===== config.mk =====
export PLATFORM = sky130hd
export DESIGN_NAME = dmem_arbiter
export DESIGN_NICKNAME = d
export VERILOG_FILES = /design/src/rtl/dmem_arbiter_pkg.sv /design/src/rtl/dmem_arbiter_rr_arb2.sv /design/src/rtl/dmem_arbiter.sv
export SDC_FILE = /design/constraint.sdc
export NUM_CORES = 1
export LEC_CHECK = 0
export CAP_MARGIN = 15
export CORE_ASPECT_RATIO = 1.2
export CORE_UTILIZATION = 40
export CTS_CLUSTER_SIZE = 30
export DETAILED_ROUTE_END_ITERATION = 8
export PLACE_DENSITY = 0.8
export SYNTH_ARGS = -nofsm -noshare
export SYNTH_HDL_FRONTEND = slang
export SYNTH_HIERARCHICAL = 1
export SYNTH_SLANG_ARGS = --single-unit

===== constraint.sdc =====
create_clock -name Clk -period 3.27 [get_ports Clk]
set_input_delay 0.981 -clock Clk [delete_from_list [all_inputs] [get_ports Clk]]
set_output_delay 0.981 -clock Clk [all_outputs]
set_load 0.03 [all_outputs]

===== src/rtl/dmem_arbiter_pkg.sv =====
// Shared definitions for the data-memory arbiter: FSM encodings, port-select
// constants and the implemented memory depth shared with the data memory.
package dmem_arbiter_pkg;

  typedef enum logic [1:0] {
    IDLE   = 2'd0,
    ACCESS = 2'd1,
    ACK    = 2'd2
  } state_t;

  localparam logic PORT_CPU = 1'b0;
  localparam logic PORT_DBG = 1'b1;

  localparam int DMEM_WORDS = 500;

endpackage


===== src/rtl/dmem_arbiter_rr_arb2.sv =====
// Two-input round-robin grant: a lone requester wins outright, a tie goes to
// the port that did not win last time. Purely combinational.
module rr_arb2
  import dmem_arbiter_pkg::*;
(
  input  logic i_req_cpu,
  input  logic i_req_dbg,
  input  logic i_last_grant,
  output logic o_grant,
  output logic o_grant_vld
);

  always_comb begin
    o_grant_vld = i_req_cpu | i_req_dbg;
    if (i_req_cpu && i_req_dbg) begin
      o_grant = (i_last_grant == PORT_CPU) ? PORT_DBG : PORT_CPU;
    end else if (i_req_dbg) begin
      o_grant = PORT_DBG;
    end else begin
      o_grant = PORT_CPU;
    end
  end

endmodule


===== src/rtl/dmem_arbiter.sv =====
// CPU/debug arbiter and sequencer for the single-ported data memory; one access
// per three cycles. Optional DMEM_BOUNDS_CHECK_EN blocks out-of-range accesses.
module dmem_arbiter
  import dmem_arbiter_pkg::*;
#(
  parameter int MEM_WORDS = DMEM_WORDS,
  parameter int DATA_W    = 32
) (
  input  logic              Clk,
  input  logic              Rst,
  input  logic              cpuReq,
  input  logic              cpuWe,
  input  logic [31:0]       cpuAddr,
  input  logic [DATA_W-1:0] cpuWData,
  output logic              cpuAck,
  output logic [DATA_W-1:0] cpuRData,
  input  logic              dbgReq,
  input  logic              dbgWe,
  input  logic [31:0]       dbgAddr,
  input  logic [DATA_W-1:0] dbgWData,
  output logic              dbgAck,
  output logic [DATA_W-1:0] dbgRData,
  output logic [31:0]       memAddr,
  output logic [DATA_W-1:0] memWData,
  output logic              memWrite,
  output logic              memRead,
  input  logic [DATA_W-1:0] memRData,
  output logic              busyDbg,
  output logic              errAddr
);

  state_t            r_state;
  state_t            w_state_nxt;
  logic              r_last_grant;
  logic              r_grant;
  logic              r_we;
  logic              r_oob;
  logic [31:0]       r_mem_addr;
  logic [DATA_W-1:0] r_mem_wdata;
  logic              r_mem_write;
  logic              r_mem_read;
  logic              r_cpu_ack;
  logic              r_dbg_ack;
  logic [DATA_W-1:0] r_cpu_rdata;
  logic [DATA_W-1:0] r_dbg_rdata;

  logic              w_grant;
  logic              w_grant_vld;
  logic              w_sel_we;
  logic              w_oob;
  logic [31:0]       w_sel_addr;
  logic [DATA_W-1:0] w_sel_wdata;

  rr_arb2 u_arb (
    .i_req_cpu    (cpuReq),
    .i_req_dbg    (dbgReq),
    .i_last_grant (r_last_grant),
    .o_grant      (w_grant),
    .o_grant_vld  (w_grant_vld)
  );

  assign w_sel_addr  = (w_grant == PORT_DBG) ? dbgAddr  : cpuAddr;
  assign w_sel_wdata = (w_grant == PORT_DBG) ? dbgWData : cpuWData;
  assign w_sel_we    = (w_grant == PORT_DBG) ? dbgWe    : cpuWe;

`ifdef DMEM_BOUNDS_CHECK_EN
  logic r_err;

  assign w_oob = (w_sel_addr >= 32'(MEM_WORDS));

  always_ff @(posedge Clk or negedge Rst) begin
    if (!Rst) begin
      r_err <= 1'b0;
    end else if (r_state == IDLE && w_grant_vld && w_oob) begin
      r_err <= 1'b1;
    end
  end

  assign errAddr = r_err;
`else
  assign w_oob   = 1'b0;
  assign errAddr = 1'b0;
`endif

  always_ff @(posedge Clk or negedge Rst) begin
    if (!Rst) begin
      r_state <= IDLE;
    end else begin
      r_state <= w_state_nxt;
    end
  end

  always_comb begin
    w_state_nxt = r_state;
    case (r_state)
      IDLE:    if (w_grant_vld) w_state_nxt = ACCESS;
      ACCESS:  w_state_nxt = ACK;
      ACK:     w_state_nxt = IDLE;
      default: w_state_nxt = IDLE;
    endcase
  end

  always_ff @(posedge Clk or negedge Rst) begin
    if (!Rst) begin
      r_last_grant <= PORT_DBG;
      r_grant      <= PORT_CPU;
      r_we         <= 1'b0;
      r_oob        <= 1'b0;
      r_mem_addr   <= '0;
      r_mem_wdata  <= '0;
      r_mem_write  <= 1'b0;
      r_mem_read   <= 1'b0;
      r_cpu_ack    <= 1'b0;
      r_dbg_ack    <= 1'b0;
      r_cpu_rdata  <= '0;
      r_dbg_rdata  <= '0;
    end else begin
      r_cpu_ack <= 1'b0;
      r_dbg_ack <= 1'b0;
      case (r_state)
        IDLE: begin
          r_mem_addr  <= '0;
          r_mem_wdata <= '0;
          r_mem_write <= 1'b0;
          r_mem_read  <= 1'b0;
          if (w_grant_vld) begin
            r_grant      <= w_grant;
            r_last_grant <= w_grant;
            r_we         <= w_sel_we;
            r_oob        <= w_oob;
            r_mem_addr   <= w_sel_addr;
            r_mem_wdata  <= w_sel_wdata;
            r_mem_write  <= w_sel_we & ~w_oob;
            r_mem_read   <= ~w_sel_we & ~w_oob;
          end
        end
        ACCESS: begin
          r_mem_write <= 1'b0;
          r_mem_read  <= 1'b0;
          r_cpu_ack   <= (r_grant == PORT_CPU);
          r_dbg_ack   <= (r_grant == PORT_DBG);
          // Only reads capture; a blocked out-of-range read returns zero.
          if (!r_we) begin
            if (r_grant == PORT_CPU) r_cpu_rdata <= r_oob ? '0 : memRData;
            else                     r_dbg_rdata <= r_oob ? '0 : memRData;
          end
        end
        default: ;
      endcase
    end
  end

  assign memAddr  = r_mem_addr;
  assign memWData = r_mem_wdata;
  assign memWrite = r_mem_write;
  assign memRead  = r_mem_read;
  assign cpuAck   = r_cpu_ack;
  assign dbgAck   = r_dbg_ack;
  assign cpuRData = r_cpu_rdata;
  assign dbgRData = r_dbg_rdata;
  assign busyDbg  = (r_state != IDLE) && (r_grant == PORT_DBG);

endmodule


==> run_summary.xml, run 1 <==
<?xml version="1.0" encoding="UTF-8"?>
<metrics>
  <group name="status">
    <metric name="outcome" unit="">finished clean</metric>
  </group>
  <group name="worst_setup_path">
    <metric name="worst-setup-path-type" unit="">reg2out</metric>
    <metric name="worst_path_largest_cell_delay" unit="ns">0.74</metric>
    <metric name="ff2ff_setup_slack" unit="ns">1.56</metric>
    <metric name="timing.critical_path.arrival" unit="ns">1.52</metric>
    <metric name="rr_endpoint" unit="">cpuRData[24]</metric>
    <metric name="timing.critical_path.fanout_max" unit="">2</metric>
    <metric name="cpMaxStageDelayCell" unit="">sky130_fd_sc_hd__clkdlybuf4s50_1</metric>
    <metric name="rr_startpoint" unit="">r_state[1]</metric>
    <metric name="cpLargestDelayFamily" unit="">buffers and inverters</metric>
    <metric name="cp_cell_sequence" unit="">clkdlybuf4s50_1</metric>
    <metric name="worst_setup_path_start_kind" unit="">flip-flop</metric>
    <metric name="setup.worst_path.end_class" unit="">primary output</metric>
    <metric name="rr_worst_depth" unit="">3</metric>
    <metric name="critPathBufInv" unit="">1</metric>
    <metric name="data_required_time_at_the_worst_endpoint" unit="ns">2.29</metric>
  </group>
  <group name="yosys">
    <metric name="share_of_synthesized_area_occupied_by_flip_flops_and_latches" unit="%">56.82</metric>
    <metric name="post_synth_arst_share" unit="%">100.0</metric>
    <metric name="postSynthNetCount" unit="">546</metric>
    <metric name="syn_inst" unit="">380</metric>
    <metric name="synthesis.area_per_instance" unit="um^2">15.88</metric>
    <metric name="yosys-top-cells-area" unit="">sky130_fd_sc_hd__dfrtp_1 (56%), sky130_fd_sc_hd__mux2i_1 (11%), sky130_fd_sc_hd__mux2_2 (10%), sky130_fd_sc_hd__o2bb2ai_2 (10%), sky130_fd_sc_hd__o2bb2ai_1 (3.5%)</metric>
    <metric name="synth-main-ff-cell" unit="">sky130_fd_sc_hd__dfrtp_1</metric>
    <metric name="yosys.cell_count.top_type" unit="">sky130_fd_sc_hd__dfrtp_1</metric>
    <metric name="yosys.area.top_type" unit="">sky130_fd_sc_hd__dfrtp_1</metric>
    <metric name="synth_warnings" unit="">6</metric>
    <metric name="yosysUniqueCellTypes" unit="">28</metric>
    <metric name="synth-edff-count" unit="">0</metric>
    <metric name="ys_seq_elements" unit="">137</metric>
    <metric name="share_of_the_synthesized_area_in_the_top_cell_type" unit="%">56.38</metric>
    <metric name="post_synthesis_cell_area" unit="um^2">6036</metric>
    <metric name="synth_top_cells_by_count" unit="">sky130_fd_sc_hd__dfrtp_1 (136), sky130_fd_sc_hd__mux2i_1 (66), sky130_fd_sc_hd__mux2_2 (55)</metric>
  </group>
  <group name="place">
    <metric name="dp_hpwl" unit="mm">12.68</metric>
    <metric name="placement.io_buffers" unit="">298</metric>
    <metric name="finalWeightedCongestion" unit="">0.7768</metric>
  </group>
  <group name="cts">
    <metric name="post_cts.resized_instances" unit="">0</metric>
    <metric name="cts.clk_slew.worst_paths" unit="ns">0.07</metric>
    <metric name="root_buffer" unit="">sky130_fd_sc_hd__clkbuf_16</metric>
    <metric name="cts_hold_repair.buffers" unit="">0</metric>
    <metric name="clock_tree_from_tritoncts" unit="">done</metric>
    <metric name="clock-sinks" unit="">137</metric>
    <metric name="cts_htree_levels" unit="">4</metric>
    <metric name="cts-root-to-sink-buffers" unit="">2</metric>
    <metric name="tritoncts.num_buffers" unit="">17</metric>
    <metric name="cts.repair_timing.setup_buffer_count" unit="">0</metric>
    <metric name="insertion_delay_of_the_later_clocked_pin_in_the_worst_skew_pair" unit="ns">0.42</metric>
  </group>
  <group name="worst_hold_path">
    <metric name="hold_path_startpoint" unit="">dbgRData[27]</metric>
    <metric name="worst_hold_path.endpoint" unit="">dbgRData[27]</metric>
    <metric name="holdCritPathClass" unit="">reg2reg</metric>
    <metric name="holdPathStages" unit="">1</metric>
  </group>
  <group name="detailed_routing">
    <metric name="postRouteWirelength" unit="mm">17.19</metric>
    <metric name="via_count" unit="">4445</metric>
    <metric name="ant_nets" unit="">0</metric>
    <metric name="drt_pre_antenna_iters" unit="">4</metric>
    <metric name="initialDrtViolationCount" unit="">149</metric>
    <metric name="drt-vias-per-instance" unit="">4.989</metric>
    <metric name="drcViolationCount" unit="">0</metric>
    <metric name="wl_per_cell" unit="um">19.29</metric>
  </group>
  <group name="layout">
    <metric name="nNetsFinal" unit="">843</metric>
    <metric name="area_growth_syn_to_layout" unit="%">61.57</metric>
    <metric name="layout-drive-gt1-share" unit="%">21.01</metric>
    <metric name="post-route-util" unit="%">67.10</metric>
  </group>
  <group name="floorplan">
    <metric name="die_area" unit="um^2">15590</metric>
    <metric name="die_w" unit="um">114.1</metric>
    <metric name="std_cell_rows" unit="">48</metric>
    <metric name="io_pins" unit="">300</metric>
    <metric name="start_util" unit="%">41.53</metric>
    <metric name="floorplan.die.height" unit="um">136.6</metric>
    <metric name="core_area" unit="um^2">14530</metric>
  </group>
  <group name="timing">
    <metric name="worst_clock_skew_on_the_final_layout" unit="ns">0.007929</metric>
    <metric name="grt_setup_unrepaired" unit="">false</metric>
    <metric name="final.period_utilization" unit="%">76.37</metric>
    <metric name="max_slew_margin" unit="%">37.74</metric>
    <metric name="max_freq" unit="MHz">400.4</metric>
    <metric name="layout_min_cycle_time" unit="ns">2.497</metric>
    <metric name="final_hold_viol_count" unit="">0</metric>
    <metric name="worstMarginPinSlew" unit="ns">0.9340</metric>
    <metric name="final.setup.tns" unit="ns">0</metric>
    <metric name="timing_max_transition_violations_final" unit="">0</metric>
    <metric name="setup_viol" unit="">0</metric>
  </group>
  <group name="grt">
    <metric name="grt_use_total" unit="%">22.68</metric>
    <metric name="grt_overflow" unit="">0</metric>
    <metric name="grt_max_degree" unit="">65</metric>
    <metric name="number_of_antenna_violations_at_the_first_check_in_global_routing" unit="">1</metric>
    <metric name="grt_first_pass_wirelength" unit="mm">26.61</metric>
    <metric name="grt_pass1_vias" unit="">4989</metric>
  </group>
  <group name="pwr">
    <metric name="power.leakage" unit="nW">4.023</metric>
    <metric name="peakVddDrop" unit="mV">0.6115</metric>
    <metric name="powerDensity" unit="nW/um^2">1057</metric>
  </group>
  <group name="flow_run">
    <metric name="max_cap_violations" unit="">0</metric>
  </group>
</metrics>
## worst max path at each step
stage	startpoint	endpoint	slack (ns)	depth (start not counted)
6_report	memWData[10]	memWData[10]	0.77	1
2_1_floorplan	dbgReq	memAddr[21]	1.16	5
3_3_place_gp	dbgReq	memAddr[9]	0.56	6
4_1_cts	memWData[10]	memWData[10]	0.74	1
5_1_grt	memWData[10]	memWData[10]	0.72	1
3_5_place_dp	dbgReq	memAddr[27]	0.48	6
## sequential cells by signal (all words and copies together), names as in the netlist
register	count
dbgRData	32
r_we	1
memWrite	1
r_last_grant	1
dbgAck	1
memRead	1
cpuRData	32
r_state	2
memAddr	32
r_grant	1
cpuAck	1
memWData	32
## layout make-up
cell class	count	area, um^2
Inverter	2	7.507
Timing Repair Buffer	309	3139
Clock inverter	13	136.4
Multi-Input combinational cell	210	2344
Clock buffer	19	442.9
Fill cell	1082	4782
Antenna cell	1	2.502
Tap cell	200	250.2
Sequential cell	137	3430
## placed cells by master, fill, tap and decap left out, types with 2 or more instances in the layout
master	netlist	final
sky130_fd_sc_hd__o2bb2ai_2	40	40
sky130_fd_sc_hd__buf_4	2	6
sky130_fd_sc_hd__clkinv_4	0	3
sky130_fd_sc_hd__inv_8	0	2
sky130_fd_sc_hd__mux2i_1	66	66
sky130_fd_sc_hd__clkinvlp_4	0	3
sky130_fd_sc_hd__and2_1	2	2
sky130_fd_sc_hd__o2bb2ai_1	24	24
sky130_fd_sc_hd__clkbuf_16	0	17
sky130_fd_sc_hd__inv_6	0	4
sky130_fd_sc_hd__buf_12	5	6
sky130_fd_sc_hd__clkdlybuf4s50_1	0	296
sky130_fd_sc_hd__mux2_1	11	11
sky130_fd_sc_hd__dfrtp_1	136	136
sky130_fd_sc_hd__mux2_2	55	55
## routing by layer
layer | track usage [%] | vias to the layer above | share of wire [%]
li1 | - | 2015 | -
met1 | 24.27 | 2185 | 37
met2 | 39.33 | 213 | 50
met3 | 9.300 | 32 | 10
met4 | 9.740 | 0 | 2.5
met5 | 0 | - | 0
## through the flow
step,power (mW),instance area [um^2],worst slack [ns],hold WS (ns),instances
global placement,8.335,9170,0.5635,0.4669,858
CTS,10.42,9749,0.7398,0.4888,890
finish,10.31,9752,0.7726,0.4850,891
detailed placement,8.484,9170,0.4795,0.4731,858
floorplan,6.286,6036,1.155,0.5050,380
global route,10.78,9752,0.7200,0.5084,891
## logic make-up (layout without fill, tap and decap cells)
family                 Yosys count  in the layout  share of synthesized area, %
DFF                            137            137                         56.82
muxes                          132            132                         23.26
AOI/OAI and AO/OA               67             67                         13.79
buffers and inverters           33            343                         4.623
and+or+nand+nor                 10             10                         1.451
other                            1              2                       0.06213
## power breakdown
part           switching [mW]  internal [mW]  total, mW
clock                   0.786           1.09       1.88
sequential              0.537           2.52       3.06
combinational            2.92           2.45       5.37
total                    4.24           6.07       10.3
(Power assumes the default switching activity.)
==> run 2, diff against run 1 <==
Settings changed: CORE_UTILIZATION 40 to 37, PLACE_DENSITY 0.8 to 0.78.
Clock period 3.27 ns to 2.2 ns, I/O delays scaled along.
==> run 2 against run 1 <==
  * Combinational power grew 50%
  * Via count down 1.3%
  * Power up 51%
  * Critical path type unchanged
  * Clock power rose by 55%
  * Non-clock buffer count grew 13
  * Die area increased by 8.0%
  * Setup slack got worse by 0.73 ns
==> run_summary.xml, run 2 (synthesis gave the netlist of run 1 again) <==
<?xml version="1.0" encoding="UTF-8"?>
<metrics>
  <group name="timing">
    <metric name="timing_max_transition_violations_final" unit="">0</metric>
    <metric name="final_hold_viol_count" unit="">0</metric>
    <metric name="final.period_utilization" unit="%">98.03</metric>
    <metric name="setup_viol" unit="">0</metric>
    <metric name="grt_setup_unrepaired" unit="">false</metric>
    <metric name="final_critical_path_setup_slack" unit="ns">0.04330</metric>
    <metric name="max_freq" unit="MHz">463.7</metric>
    <metric name="worst_clock_skew_on_the_final_layout" unit="ns">0.01003</metric>
    <metric name="layout_min_cycle_time" unit="ns">2.157</metric>
    <metric name="max_slew_margin" unit="%">38.87</metric>
    <metric name="hold_ws" unit="ns">0.1480</metric>
    <metric name="worstMarginPinSlew" unit="ns">0.9170</metric>
  </group>
  <group name="detailed_routing">
    <metric name="initialDrtViolationCount" unit="">106</metric>
    <metric name="postRouteWirelength" unit="mm">16.65</metric>
    <metric name="via_count" unit="">4385</metric>
    <metric name="drt_pre_antenna_iters" unit="">3</metric>
    <metric name="drcViolationCount" unit="">0</metric>
    <metric name="wl_per_cell" unit="um">18.30</metric>
    <metric name="drt-vias-per-instance" unit="">4.819</metric>
    <metric name="ant_nets" unit="">0</metric>
  </group>
  <group name="grt">
    <metric name="grt_use_total" unit="%">19.99</metric>
    <metric name="number_of_antenna_violations_at_the_first_check_in_global_routing" unit="">0</metric>
    <metric name="grt_pass1_vias" unit="">4947</metric>
    <metric name="grt_max_degree" unit="">65</metric>
    <metric name="grt_first_pass_wirelength" unit="mm">25.79</metric>
    <metric name="grt_overflow" unit="">0</metric>
  </group>
  <group name="worst_setup_path">
    <metric name="setup.worst_path.end_class" unit="">primary output</metric>
    <metric name="cpMaxStageDelayCell" unit="">sky130_fd_sc_hd__clkdlybuf4s50_1</metric>
    <metric name="worst_path_largest_cell_delay" unit="ns">0.70</metric>
    <metric name="worst_setup_path_start_kind" unit="">flip-flop</metric>
    <metric name="rr_worst_depth" unit="">3</metric>
    <metric name="rr_endpoint" unit="">memAddr[5]</metric>
    <metric name="data_required_time_at_the_worst_endpoint" unit="ns">1.54</metric>
    <metric name="worst-setup-path-type" unit="">reg2out</metric>
    <metric name="ff2ff_setup_slack" unit="ns">0.58</metric>
    <metric name="timing.critical_path.fanout_max" unit="">2</metric>
    <metric name="critPathBufInv" unit="">1</metric>
    <metric name="timing.critical_path.arrival" unit="ns">1.50</metric>
    <metric name="cpLargestDelayFamily" unit="">buffers and inverters</metric>
    <metric name="rr_startpoint" unit="">r_state[1]</metric>
    <metric name="cp_cell_sequence" unit="">clkdlybuf4s50_1</metric>
  </group>
  <group name="pwr">
    <metric name="powerDensity" unit="nW/um^2">1562</metric>
    <metric name="peakVddDrop" unit="mV">1.043</metric>
    <metric name="power.leakage" unit="nW">4.161</metric>
    <metric name="total_power" unit="mW">15.52</metric>
  </group>
  <group name="status">
    <metric name="outcome" unit="">finished clean</metric>
  </group>
  <group name="place">
    <metric name="placed_cells_incl_taps" unit="">879</metric>
    <metric name="finalWeightedCongestion" unit="">0.7814</metric>
    <metric name="dp_hpwl" unit="mm">12.43</metric>
    <metric name="placement.io_buffers" unit="">298</metric>
    <metric name="placement.setup.worst_slack" unit="ns">-0.05726</metric>
  </group>
  <group name="layout">
    <metric name="final_common_cell" unit="">sky130_fd_sc_hd__clkdlybuf4s50_1</metric>
    <metric name="n_fill_cell" unit="">1224</metric>
    <metric name="antenna-diode-count" unit="">0</metric>
    <metric name="stdcell_count" unit="">910</metric>
    <metric name="area_growth_syn_to_layout" unit="%">64.64</metric>
    <metric name="nNetsFinal" unit="">856</metric>
    <metric name="layout-drive-gt1-share" unit="%">22.65</metric>
    <metric name="layout.cells.most_common_list" unit="">sky130_fd_sc_hd__clkdlybuf4s50_1 (293), sky130_fd_sc_hd__dfrtp_1 (135), sky130_fd_sc_hd__mux2i_1 (66), sky130_fd_sc_hd__mux2_2 (55), sky130_fd_sc_hd__o2bb2ai_2 (40)</metric>
  </group>
  <group name="flow_run">
    <metric name="max_cap_violations" unit="">0</metric>
  </group>
  <group name="floorplan">
    <metric name="die_w" unit="um">118.6</metric>
    <metric name="io_pins" unit="">300</metric>
    <metric name="floorplan.die.height" unit="um">141.9</metric>
    <metric name="core_area" unit="um^2">15770</metric>
    <metric name="start_util" unit="%">38.29</metric>
    <metric name="std_cell_rows" unit="">50</metric>
    <metric name="die_area" unit="um^2">16830</metric>
  </group>
  <group name="cts">
    <metric name="clock_tree_from_tritoncts" unit="">done</metric>
    <metric name="insertion_delay_of_the_later_clocked_pin_in_the_worst_skew_pair" unit="ns">0.41</metric>
    <metric name="tritoncts.num_buffers" unit="">17</metric>
    <metric name="cts.clk_slew.worst_paths" unit="ns">0.06</metric>
    <metric name="clock-sinks" unit="">137</metric>
    <metric name="cts.repair_timing.setup_buffer_count" unit="">0</metric>
    <metric name="root_buffer" unit="">sky130_fd_sc_hd__clkbuf_16</metric>
    <metric name="cts_htree_levels" unit="">4</metric>
    <metric name="cts-root-to-sink-buffers" unit="">2</metric>
  </group>
  <group name="worst_hold_path">
    <metric name="holdCritPathClass" unit="">in2async</metric>
  </group>
</metrics>
==> run 2: cell count changes in the layout (fill, tap and decap cells not counted), sizes merged <==
cell	before	now
clkinvlp	3	2
bufinv	1	3
inv	8	2
clkbuf	19	20
buf	13	26
diode	1	0
dlymetal6s2s	0	3
clkinv	3	6
clkdlybuf4s50	296	293
==> run 2: final cells by class <==
| class | instances | area (um^2) | area share (%) |
|---|---|---|---|
| Clock buffer | 20 | 466.7 | 4.697 |
| Multi-Input combinational cell | 210 | 2344 | 23.58 |
| Inverter | 2 | 7.507 | 0.07555 |
| Tap cell | 208 | 260.3 | 2.619 |
| Sequential cell | 137 | 3431 | 34.53 |
| Clock inverter | 11 | 146.4 | 1.473 |
| Timing Repair Buffer | 322 | 3282 | 33.03 |
==> run 2: worst max-delay path by stage <==
stage | start | to | slack (ns) | cells past startpoint
2_1_floorplan | dbgReq | memAddr[21] | 0.41 | 5
3_3_place_gp | dbgReq | memAddr[23] | -0.02 | 6
3_5_place_dp | cpuReq | memAddr[5] | -0.06 | 5
4_1_cts | memWData[5] | memWData[5] | 0.01 | 1
5_1_grt | memWData[2] | memWData[2] | 0.002 | 1
6_report | memWData[5] | memWData[5] | 0.04 | 1
==> run 2: where the power goes <==
group	total [mW]	switching, mW	leakage, nW	internal, mW
clock	2.91	1.05	0.298	1.87
combinational	8.08	4.37	2.18	3.72
sequential	4.52	0.770	1.68	3.75
total	15.5	6.19	4.16	9.34
==> run 2: per-stage QoR <==
stage          instance area (um^2)  utilization [%]  setup TNS, ns
2_1_floorplan                  6036                -              0
3_3_place_gp                   9315            59.09       -0.02016
3_5_place_dp                   9315            59.09        -0.6218
4_1_cts                        9928            62.98              0
5_1_grt                        9937            63.03              0
6_report                       9937            63.03              0
==> run 2: routing by layer <==
layer | vias to the layer above | part of all wire (%) | wire length, um | global-route usage [%]
met3 | 25 | 9.4 | 1569 | 8.641
li1 | 2032 | - | - | -
met4 | 0 | 2.3 | 381 | 7.262
met5 | - | 0 | 0 | 0
met2 | 195 | 52 | 8631 | 35.67
met1 | 2133 | 36 | 6070 | 20.79
==> run 2: what timing repair did <==
item | 4_1_cts | 5_1_grt
hold buffers | 0 | 0
resized for setup | 0 | 4
endpoints found under the setup margin | 0 | 4
==> variant (settings of run 2) <==
`DATA_W`: 32 -> 16.
--- a/src/rtl/dmem_arbiter.sv
+++ b/src/rtl/dmem_arbiter.sv
@@ -6,3 +6,3 @@
   parameter int MEM_WORDS = DMEM_WORDS,
-  parameter int DATA_W    = 32
+  parameter int DATA_W    = 16
 ) (
Interface: changed (6 resized); port bits go from 300 to 204. The function was not compared with the original's and may differ.
==> variant against run 2 <==
  * Sequential cell count shrank 48
  * Worst setup slack improved by 0.095 ns
  * Total power fell by 40%
  * Area after synthesis shrank 37%
  * Clock power down 46%
  * Clock skew down 0.0047 ns
  * Sequential share of layout area is 0.87 points higher
  * Design area down 37%
  * Synthesized cell count decreased by 32%
  * Die area fell by 37%
  * Wire length fell by 39%
  * Fmax grew 4.6%
  * Critical path type unchanged
  * Largest cell class unchanged
==> variant: results (changes against run 2) <==
Global route
  • Number of global-route vias before repair: 3180 (was 4947)
  • Global-route wire length before repair: 15620 um (was 25790 um)
  • Pin count of the biggest net entering global routing: 49 (was 65)
  • GRT Total Usage: 19.29% (was 19.99%)

Setup path
  • Crit path largest cell delay: 0.43 ns (was 0.70 ns)
  • CP max-delay cell: dfrtp_1 (was clkdlybuf4s50_1)
  • Setup slack, reg-to-reg: 0.56 ns (was 0.58 ns)
  • Crit path DAT: 1.40 ns (was 1.50 ns)
  • Worst Path Max Fanout: 5 (was 2)

Pwr
  • Worst VDD drop: 0.8809 mV (was 1.043 mV)
  • Lkg Pwr: 2.644 nW (was 4.161 nW)

Synth
  • Syn nets: 377 (was 546)
  • Cells after Synth: 259 (was 380)
  • Top cells by count, synth: dfrtp_1 (88), mux2i_1 (50), o2bb2ai_1 (48) (was dfrtp_1 (136), mux2i_1 (66), mux2_2 (55))
  • Synth unique cells: 25 (was 28)
  • Synth area leaders: dfrtp_1 (58%), mux2i_1 (13%), o2bb2ai_1 (11%) (was dfrtp_1 (56%), mux2i_1 (11%), mux2_2 (10%))
  • Seq/Total Area, Yosys: 58.95% (was 56.82%)

Routing
  • Iteration-0 DRC Markers: 68 (was 106)
  • Routed wire length: 10160 um (was 16650 um)
  • Vias: 2979 (was 4385)
  • Detailed Routing Iterations Pass 1: 4 (was 3)

Clocking
  • H-tree depth: 3 (was 4)
  • CTS buffer count: 9 (was 17)
  • Worst skew pair latency: 0.33 ns (was 0.41 ns)

Placed design
  • Dpl cells: 579 (was 879)
  • IO Port Bufs: 202 (was 298)
  • Placer Congestion: 0.7140 (was 0.7814)
  • Dpl hpwl: 7749 um (was 12430 um)

Min path
  • Hold/Removal Path Class: input port to async pin (unchanged)

Cells and area
  • Finished Layout Cells: 594 (was 910)
  • Layout cells sized above 1: 15.38% (was 22.65%)
  • Fillers: 781 (was 1224)

STA
  • Skew final: 0.005367 ns (was 0.01003 ns)
  • Measured slew at the worst slew-check pin: 0.5318 ns (was 0.9170 ns)

Outcome
  • Outcome: completed (unchanged)
variant: area by class of cell:
| class | instances | area [sq um] | share of cell area [%] |
|---|---|---|---|
| clock inverters | 2 | 35.03 | 0.5564 |
| inverters | 2 | 7.507 | 0.1192 |
| clock buffers | 13 | 280.3 | 4.452 |
| flip-flops and latches | 89 | 2228 | 35.39 |
| repair buffers | 216 | 2160 | 34.30 |
| well taps | 126 | 157.7 | 2.504 |
| multi-input cells | 146 | 1428 | 22.67 |
variant: worst paths after layout:
path,from,endpoint,depth (start not counted)
hold / removal,Rst,memAddr[4]$_DFFE_PN0N_,1
max in group asynchronous,Rst,dbgRData[11]$_DFFE_PN0P_,2
setup / recovery,r_state[0]$_DFFE_PN0P_,busyDbg,3
setup reg to reg,r_state[1]$_DFFE_PN0P_,memAddr[17]$_DFFE_PN0N_,4
min in group Clk,memAddr[25]$_DFFE_PN0N_,memAddr[25]$_DFFE_PN0N_,1
hold reg to reg,memAddr[25]$_DFFE_PN0N_,memAddr[25]$_DFFE_PN0N_,1
variant: worst max-delay path: cells and delay by family (launching register included):
kind,cells,cell delay (ns)
DFF,1,0.43
and+or+nand+nor,2,0.48
buffers and inverters,1,0.17
variant: stage by stage:
step           hold WS, ns  util, %  cell area (sq um)  setup slack (ns)  TNS (ns)
5_1_grt             0.3299    63.22               6296           0.09551         0
3_3_place_gp        0.4698    60.05               5981          -0.07349    -2.725
3_5_place_dp        0.4725    60.05               5981           -0.1655    -5.332
4_1_cts             0.3207    63.22               6296            0.1161         0
6_report            0.3056    63.22               6296            0.1381         0
2_1_floorplan       0.3644        -               3780            0.3062         0
variant: layer usage:
layer  track usage (%)  routed length (um)
met2             33.96                5276
met1             21.33                3716
met5                 0                   0
met3             5.175                 906
met4             9.026                 263
variant: cell families (layout without fill, tap and decap cells):
logic type             Yosys count  in the layout  synth area share, %
other                            1              1              0.09921
DFF                             89             89                58.95
buffers and inverters           24            233                3.575
and+or+nand+nor                 10             10                2.317
AOI/OAI and AO/OA               51             51                11.68
muxes                           84             84                23.37
variant: where the power goes:
part | switching [mW] | internal [mW]
sequential | 0.454 | 2.43
combinational | 2.68 | 2.24
clock | 0.577 | 0.995
total | 3.71 | 5.66
